### src/rtl/jtdsp16_cache_ctrl_if.sv
// Bus between the DSP16 fetch/decode path and the loop-cache sequencer.
interface jtdsp16_cache_ctrl_if #(
    parameter int unsigned AW = 4,
    parameter int unsigned KW = 7
);
    logic          cen;
    logic          do_start;
    logic          redo_start;
    logic [AW-1:0] do_n;
    logic [KW-1:0] do_k;
    logic          fetch_vld;
    logic [15:0]   rom_dout;
    logic [15:0]   cache_dout;
    logic          cache_sel;
    logic          pc_halt;
    logic          busy;
    logic          done;
    logic          cache_valid;

    modport master (
        output cen, do_start, redo_start, do_n, do_k, fetch_vld, rom_dout,
        input  cache_dout, cache_sel, pc_halt, busy, done, cache_valid
    );

    modport slave (
        input  cen, do_start, redo_start, do_n, do_k, fetch_vld, rom_dout,
        output cache_dout, cache_sel, pc_halt, busy, done, cache_valid
    );
endinterface

### src/rtl/jtdsp16_cache_ctrl.sv
// Loop-cache sequencer for DSP16 "do K { N }" / "redo K": captures the body on the first
// pass, then replays it from the cache. Define JTDSP16_REDO_EN to enable the redo path.
module jtdsp16_cache_ctrl #(
    parameter int unsigned AW = 4,
    parameter int unsigned KW = 7
) (
    input  logic                 clk,
    input  logic                 rst_n,
    jtdsp16_cache_ctrl_if.slave  bus
);
    localparam int unsigned DEPTH = 1 << AW;

    typedef enum logic [1:0] {IDLE, FILL, REPLAY} state_t;

    state_t        state, state_nxt;
    logic [AW-1:0] n, n_nxt;
    logic [AW-1:0] wr_ptr, wr_ptr_nxt;
    logic [AW-1:0] rd_ptr, rd_ptr_nxt;
    logic [KW-1:0] rem, rem_nxt;
    logic          done_r, done_nxt;
    logic          valid_r, valid_nxt;
    logic          mem_we;
    logic [15:0]   mem [DEPTH];

    // Next-state logic; evaluated as if cen=1, the register stage applies the enable.
    always_comb begin
        state_nxt  = state;
        n_nxt      = n;
        wr_ptr_nxt = wr_ptr;
        rd_ptr_nxt = rd_ptr;
        rem_nxt    = rem;
        done_nxt   = 1'b0;
        valid_nxt  = valid_r;
        mem_we     = 1'b0;
        case (state)
            IDLE: begin
                if (bus.do_start && bus.do_n != '0) begin
                    n_nxt      = bus.do_n;
                    rem_nxt    = (bus.do_k < KW'(2)) ? '0 : bus.do_k - KW'(1);
                    wr_ptr_nxt = '0;
                    valid_nxt  = 1'b0;
                    state_nxt  = FILL;
                end
`ifdef JTDSP16_REDO_EN
                else if (bus.redo_start && valid_r && bus.do_k != '0) begin
                    rem_nxt    = bus.do_k;
                    rd_ptr_nxt = '0;
                    state_nxt  = REPLAY;
                end
`endif
            end
            FILL: begin
                if (bus.fetch_vld) begin
                    mem_we     = 1'b1;
                    wr_ptr_nxt = wr_ptr + AW'(1);
                    if (wr_ptr == n - AW'(1)) begin
                        valid_nxt  = 1'b1;
                        rd_ptr_nxt = '0;
                        if (rem == '0) begin
                            state_nxt = IDLE;
                            done_nxt  = 1'b1;
                        end else begin
                            state_nxt = REPLAY;
                        end
                    end
                end
            end
            REPLAY: begin
                // Pointer wraps at the body length; each wrap consumes one pass.
                if (rd_ptr == n - AW'(1)) begin
                    rd_ptr_nxt = '0;
                    rem_nxt    = rem - KW'(1);
                    if (rem == KW'(1)) begin
                        state_nxt = IDLE;
                        done_nxt  = 1'b1;
                    end
                end else begin
                    rd_ptr_nxt = rd_ptr + AW'(1);
                end
            end
            default: state_nxt = IDLE;
        endcase
    end

    always_ff @(posedge clk) begin
        if (!rst_n) begin
            state   <= IDLE;
            n       <= '0;
            wr_ptr  <= '0;
            rd_ptr  <= '0;
            rem     <= '0;
            done_r  <= 1'b0;
            valid_r <= 1'b0;
        end else if (bus.cen) begin
            state   <= state_nxt;
            n       <= n_nxt;
            wr_ptr  <= wr_ptr_nxt;
            rd_ptr  <= rd_ptr_nxt;
            rem     <= rem_nxt;
            done_r  <= done_nxt;
            valid_r <= valid_nxt;
        end
    end

    // Body storage; contents survive reset.
    always_ff @(posedge clk) begin
        if (rst_n && bus.cen && mem_we) mem[wr_ptr] <= bus.rom_dout;
    end

    assign bus.cache_sel  = (state == REPLAY);
    assign bus.pc_halt    = (state == REPLAY);
    assign bus.busy       = (state != IDLE);
    assign bus.done       = done_r;
    assign bus.cache_dout = (state == REPLAY) ? mem[rd_ptr] : 16'h0;

`ifdef JTDSP16_REDO_EN
    assign bus.cache_valid = valid_r;
`else
    logic unused_redo;
    assign unused_redo     = bus.redo_start;
    assign bus.cache_valid = 1'b0;
`endif
endmodule

### src/flat_wrapper.sv
// flat-port wrapper written by rule: the top's interface ports become plain ports
module jtdsp16_cache_ctrl_flat 
#(
    parameter int unsigned AW = 4,
    parameter int unsigned KW = 7
)
  (clk, rst_n, bus_cen, bus_do_start, bus_redo_start, bus_do_n, bus_do_k, bus_fetch_vld, bus_rom_dout, bus_cache_dout, bus_cache_sel, bus_pc_halt, bus_busy, bus_done, bus_cache_valid);
  jtdsp16_cache_ctrl_if #(.AW(AW), .KW(KW)) bus_i ();
  input  logic clk;
  input  logic rst_n;
  input wire logic [$bits(bus_i.cen)-1:0] bus_cen;
  input wire logic [$bits(bus_i.do_start)-1:0] bus_do_start;
  input wire logic [$bits(bus_i.redo_start)-1:0] bus_redo_start;
  input wire logic [$bits(bus_i.do_n)-1:0] bus_do_n;
  input wire logic [$bits(bus_i.do_k)-1:0] bus_do_k;
  input wire logic [$bits(bus_i.fetch_vld)-1:0] bus_fetch_vld;
  input wire logic [$bits(bus_i.rom_dout)-1:0] bus_rom_dout;
  output wire logic [$bits(bus_i.cache_dout)-1:0] bus_cache_dout;
  output wire logic [$bits(bus_i.cache_sel)-1:0] bus_cache_sel;
  output wire logic [$bits(bus_i.pc_halt)-1:0] bus_pc_halt;
  output wire logic [$bits(bus_i.busy)-1:0] bus_busy;
  output wire logic [$bits(bus_i.done)-1:0] bus_done;
  output wire logic [$bits(bus_i.cache_valid)-1:0] bus_cache_valid;
  assign bus_i.cen = bus_cen;
  assign bus_i.do_start = bus_do_start;
  assign bus_i.redo_start = bus_redo_start;
  assign bus_i.do_n = bus_do_n;
  assign bus_i.do_k = bus_do_k;
  assign bus_i.fetch_vld = bus_fetch_vld;
  assign bus_i.rom_dout = bus_rom_dout;
  assign bus_cache_dout = bus_i.cache_dout;
  assign bus_cache_sel = bus_i.cache_sel;
  assign bus_pc_halt = bus_i.pc_halt;
  assign bus_busy = bus_i.busy;
  assign bus_done = bus_i.done;
  assign bus_cache_valid = bus_i.cache_valid;
  jtdsp16_cache_ctrl #(.AW(AW), .KW(KW)) u_core (.clk(clk), .rst_n(rst_n), .bus(bus_i));
endmodule
### config.mk
export PLATFORM = sky130hd
export DESIGN_NAME = jtdsp16_cache_ctrl_flat
export DESIGN_NICKNAME = d
export VERILOG_FILES = /design/src/rtl/jtdsp16_cache_ctrl_if.sv /design/src/rtl/jtdsp16_cache_ctrl.sv /design/src/flat_wrapper.sv
export SDC_FILE = /design/constraint.sdc
export NUM_CORES = 1
export LEC_CHECK = 0
export CELL_PAD_IN_SITES_DETAIL_PLACEMENT = 1
export CELL_PAD_IN_SITES_GLOBAL_PLACEMENT = 1
export CORE_MARGIN = 4
export CORE_UTILIZATION = 55
export DETAILED_ROUTE_END_ITERATION = 10
export PLACE_DENSITY = 0.79
export SKIP_LAST_GASP = 1
export SYNTH_ARGS = -nofsm -noshare
export SYNTH_HDL_FRONTEND = slang
export SYNTH_SLANG_ARGS = --single-unit
### constraint.sdc
create_clock -name clk -period 5.05 [get_ports clk]
set_input_delay 0.505 -clock clk [delete_from_list [all_inputs] [get_ports clk]]
set_output_delay 0.505 -clock clk [all_outputs]
set_load 0.02 [all_outputs]
==> metrics.txt <==
worst-margin pin slew=~1.1 ns; async set-reset flop share out of synthesis=0%; Crit. End Element=output port; WHS=approximately 0.48 ns; Site Rows=52; Synth Net Count=650; largest family of logic cells by synthesized area=multiplexers; Core Footprint=between 0.02 and 0.025 sq mm; # clock sinks=282; Top Ports=54; Achievable Freq=between 0.2 and 0.25 GHz; switching power=roughly 0.00098 W; DR vias/cell=approximately 6.2; share of cells above drive strength 1=between 20% and 30%; main area contributors after synthesis=edfxtp_1 (67%), mux4_2 (16%), dfxtp_1 (4.5%), ha_1 (1.4%), and2_1 (0.87%); Req. time, crit path=roughly 4.6 ns; CTS tree=built; Max Root-Sink Buffers=3; Reg power frac=between 50% and 60%; Final Hold Viols=0; Simple-Gate Fraction of Synth Area=under 10%; hold path cells=2; routability cong.=roughly 0.87; Syn Area/Cell=around 19 sq um; CTS buffer count=27; Final period util=between 70% and 80%; H-tree depth=1; R2R depth=7; vias in the first global route=approximately 6,500; Synth Instances=604; RSZ-0062 raised after global routing=false; final core utilization=65.3%; Layout Skew=around 0.017 ns; initial antenna violation count=0; Worst Path Max Fanout=36; most common cell after layout, fill and taps aside=edfxtp_1; Syn Std Cell Area=approximately 0.011 sq mm; Worst R2R Start=u_core.state[1]; Gate power share=under 10%; Die X-Extent=between 150 and 200 um; Most used DFF post-synth=edfxtp_1; final setup fails=0; Worst Hold Class=flip-flop to flip-flop; routed len/inst=~28 um; Initial DRC Count=around 440; # nets final=roughly 720; wirelength, routed=~27 mm; hold buffer count at cts=0; critical path launch point type=flip-flop; setup TNS=0 ns; setup bufs post-CTS=0; mux cell area share after synthesis=16.5%; relative slew slack=23.7%; Post-synth EDFFs=~260; I/O Buffers=51; Clock Power Share=around 43%; commonest cells after routing, fill and taps aside=edfxtp_1 (256), mux4_2 (80), clkdlybuf4s50_1 (51); Synth Area in Compound Gates=under 10%; P_leak=4.21 nW; remaining routing DRC violations=0; adder-cell area share of the yosys netlist=1.41%; synth unique cells=53; Clock transition at path regs=0.06 ns; dominant cell type by area after synthesis=edfxtp_1; gr ovfl total=0; critical path arrival=3.53 ns; Total GRT Usage=23.4%; Sw Ratio=roughly 20%; Pre-antenna DRT Iters=5; sequential share of the synthesized area=between 70 and 80%; largest net degree at the start of global routing=between 40 and 50; Antenna Nets Post-Route=0; ANT cells=0; internal power=roughly 0.004 W; min Tclk post-route=between 4 and 5 ns; Hold Startpoint=u_core.bus.done; status=finished, final reports clean; top cell type's share of synthesized area=66.8%; Post-DP HPWL=15.9 mm; Final Max Slew Viols=0; post_cts resized=0; maximum vdd drop=~300 uV; first-pass GRT wire length=between 40 and 50 mm; Die Span Y=around 150 um; worst-skew pair later-pin latency=roughly 0.54 ns; Pwr per Cell Area=367 mW/mm^2; #FFs+latches synth=about 280; XOR/XNOR share of the synthesized area=roughly 1.5%; Clock Tree Root=clkbuf_16; total number of vias=between 5,000 and 6,000; Synth Warn #=0; WS Path Type=flip-flop to output port; area delta synth->final=16.0%; die area=0.0233 sq mm; Max-Cap Viols=0; Initial Utilization=between 50% and 60%
cells in the mapped netlist (11+ instances only):
cell	number
mux4_2	80
xnor2_1	11
nor2_1	26
dfxtp_1	26
a21oi_1	13
clkbuf_1	15
ha_1	13
nand2_1	22
and2_1	16
nor3_1	15
edfxtp_1	256
inv_1	16
critical path, cell delays in order, from the launching register on:
cell and delay (ns):
dfxtp_4 0.75, buf_12 0.35, mux4_2 0.57, mux4_2 0.53
and2_1 0.19, clkdlybuf4s50_1 0.53
final timing paths:
check	endpoint	slack, ns
worst max register to register	u_core.mem[11][14]	2.14
worst min-delay path	u_core.bus.done	0.48
worst max-delay path	bus_cache_dout[0]	1.01
worst min register to register	u_core.bus.done	0.48
cell families (layout without fill, tap and decap cells):
kind of cell | count (synthesis) | count (layout)
AOI/OAI and AO/OA | 40 | 40
other | 1 | 1
xor gates and xnor gates | 18 | 18
adders and majority gates | 13 | 13
and+or+nand+nor | 115 | 115
muxes | 89 | 89
buffers and inverters | 46 | 138
DFF | 282 | 282
power by group through the flow:
stage	registers (W)	clock network (W)	logic [W]
after global placement	0.00262	0	0.000194
after detailed placement	0.00262	0	0.000205
final	0.00257	0.00212	0.000207
after CTS	0.00257	0.00215	0.000208
after floorplan	0.00261	0	0.000116
after global routing	0.00257	0.00227	0.000229
per-stage QoR:
| step | power (W) | instances | cell area [sq um] | setup WS, ns |
|---|---|---|---|---|
| after floorplan | 0.00273 | 604 | 11500 | 2.36 |
| after CTS | 0.00493 | 966 | 13300 | 0.951 |
| after global routing | 0.00507 | 966 | 13300 | 0.840 |
| final | 0.00490 | 966 | 13300 | 1.01 |
| after detailed placement | 0.00282 | 916 | 12400 | 1.55 |
| after global placement | 0.00281 | 916 | 12400 | 1.57 |
state kept, by name, indices dropped and copies added (netlist names), named ones only:
signal           flops
u_core.state         2
u_core.mem         256
u_core.rem           7
u_core.rd_ptr        4
u_core.n             4
u_core.bus.done      1
u_core.wr_ptr        4
routing by layer:
layer,track usage (%),part of all wire [%]
met2,41.2,53
met1,31.7,40
met4,4.24,1.7
met3,3.64,5.7
met5,0,0
layout make-up:
cell class / count / area, sq um
tap: 270 / 338
fill: 1721 / 7090
clock buffer: 36 / 729
multi-input combinational: 276 / 3110
timing repair buffer: 71 / 686
inverter: 17 / 63.8
sequential: 282 / 8210
clock inverter: 14 / 201
No activity file was read; power rests on OpenSTA's default activity.
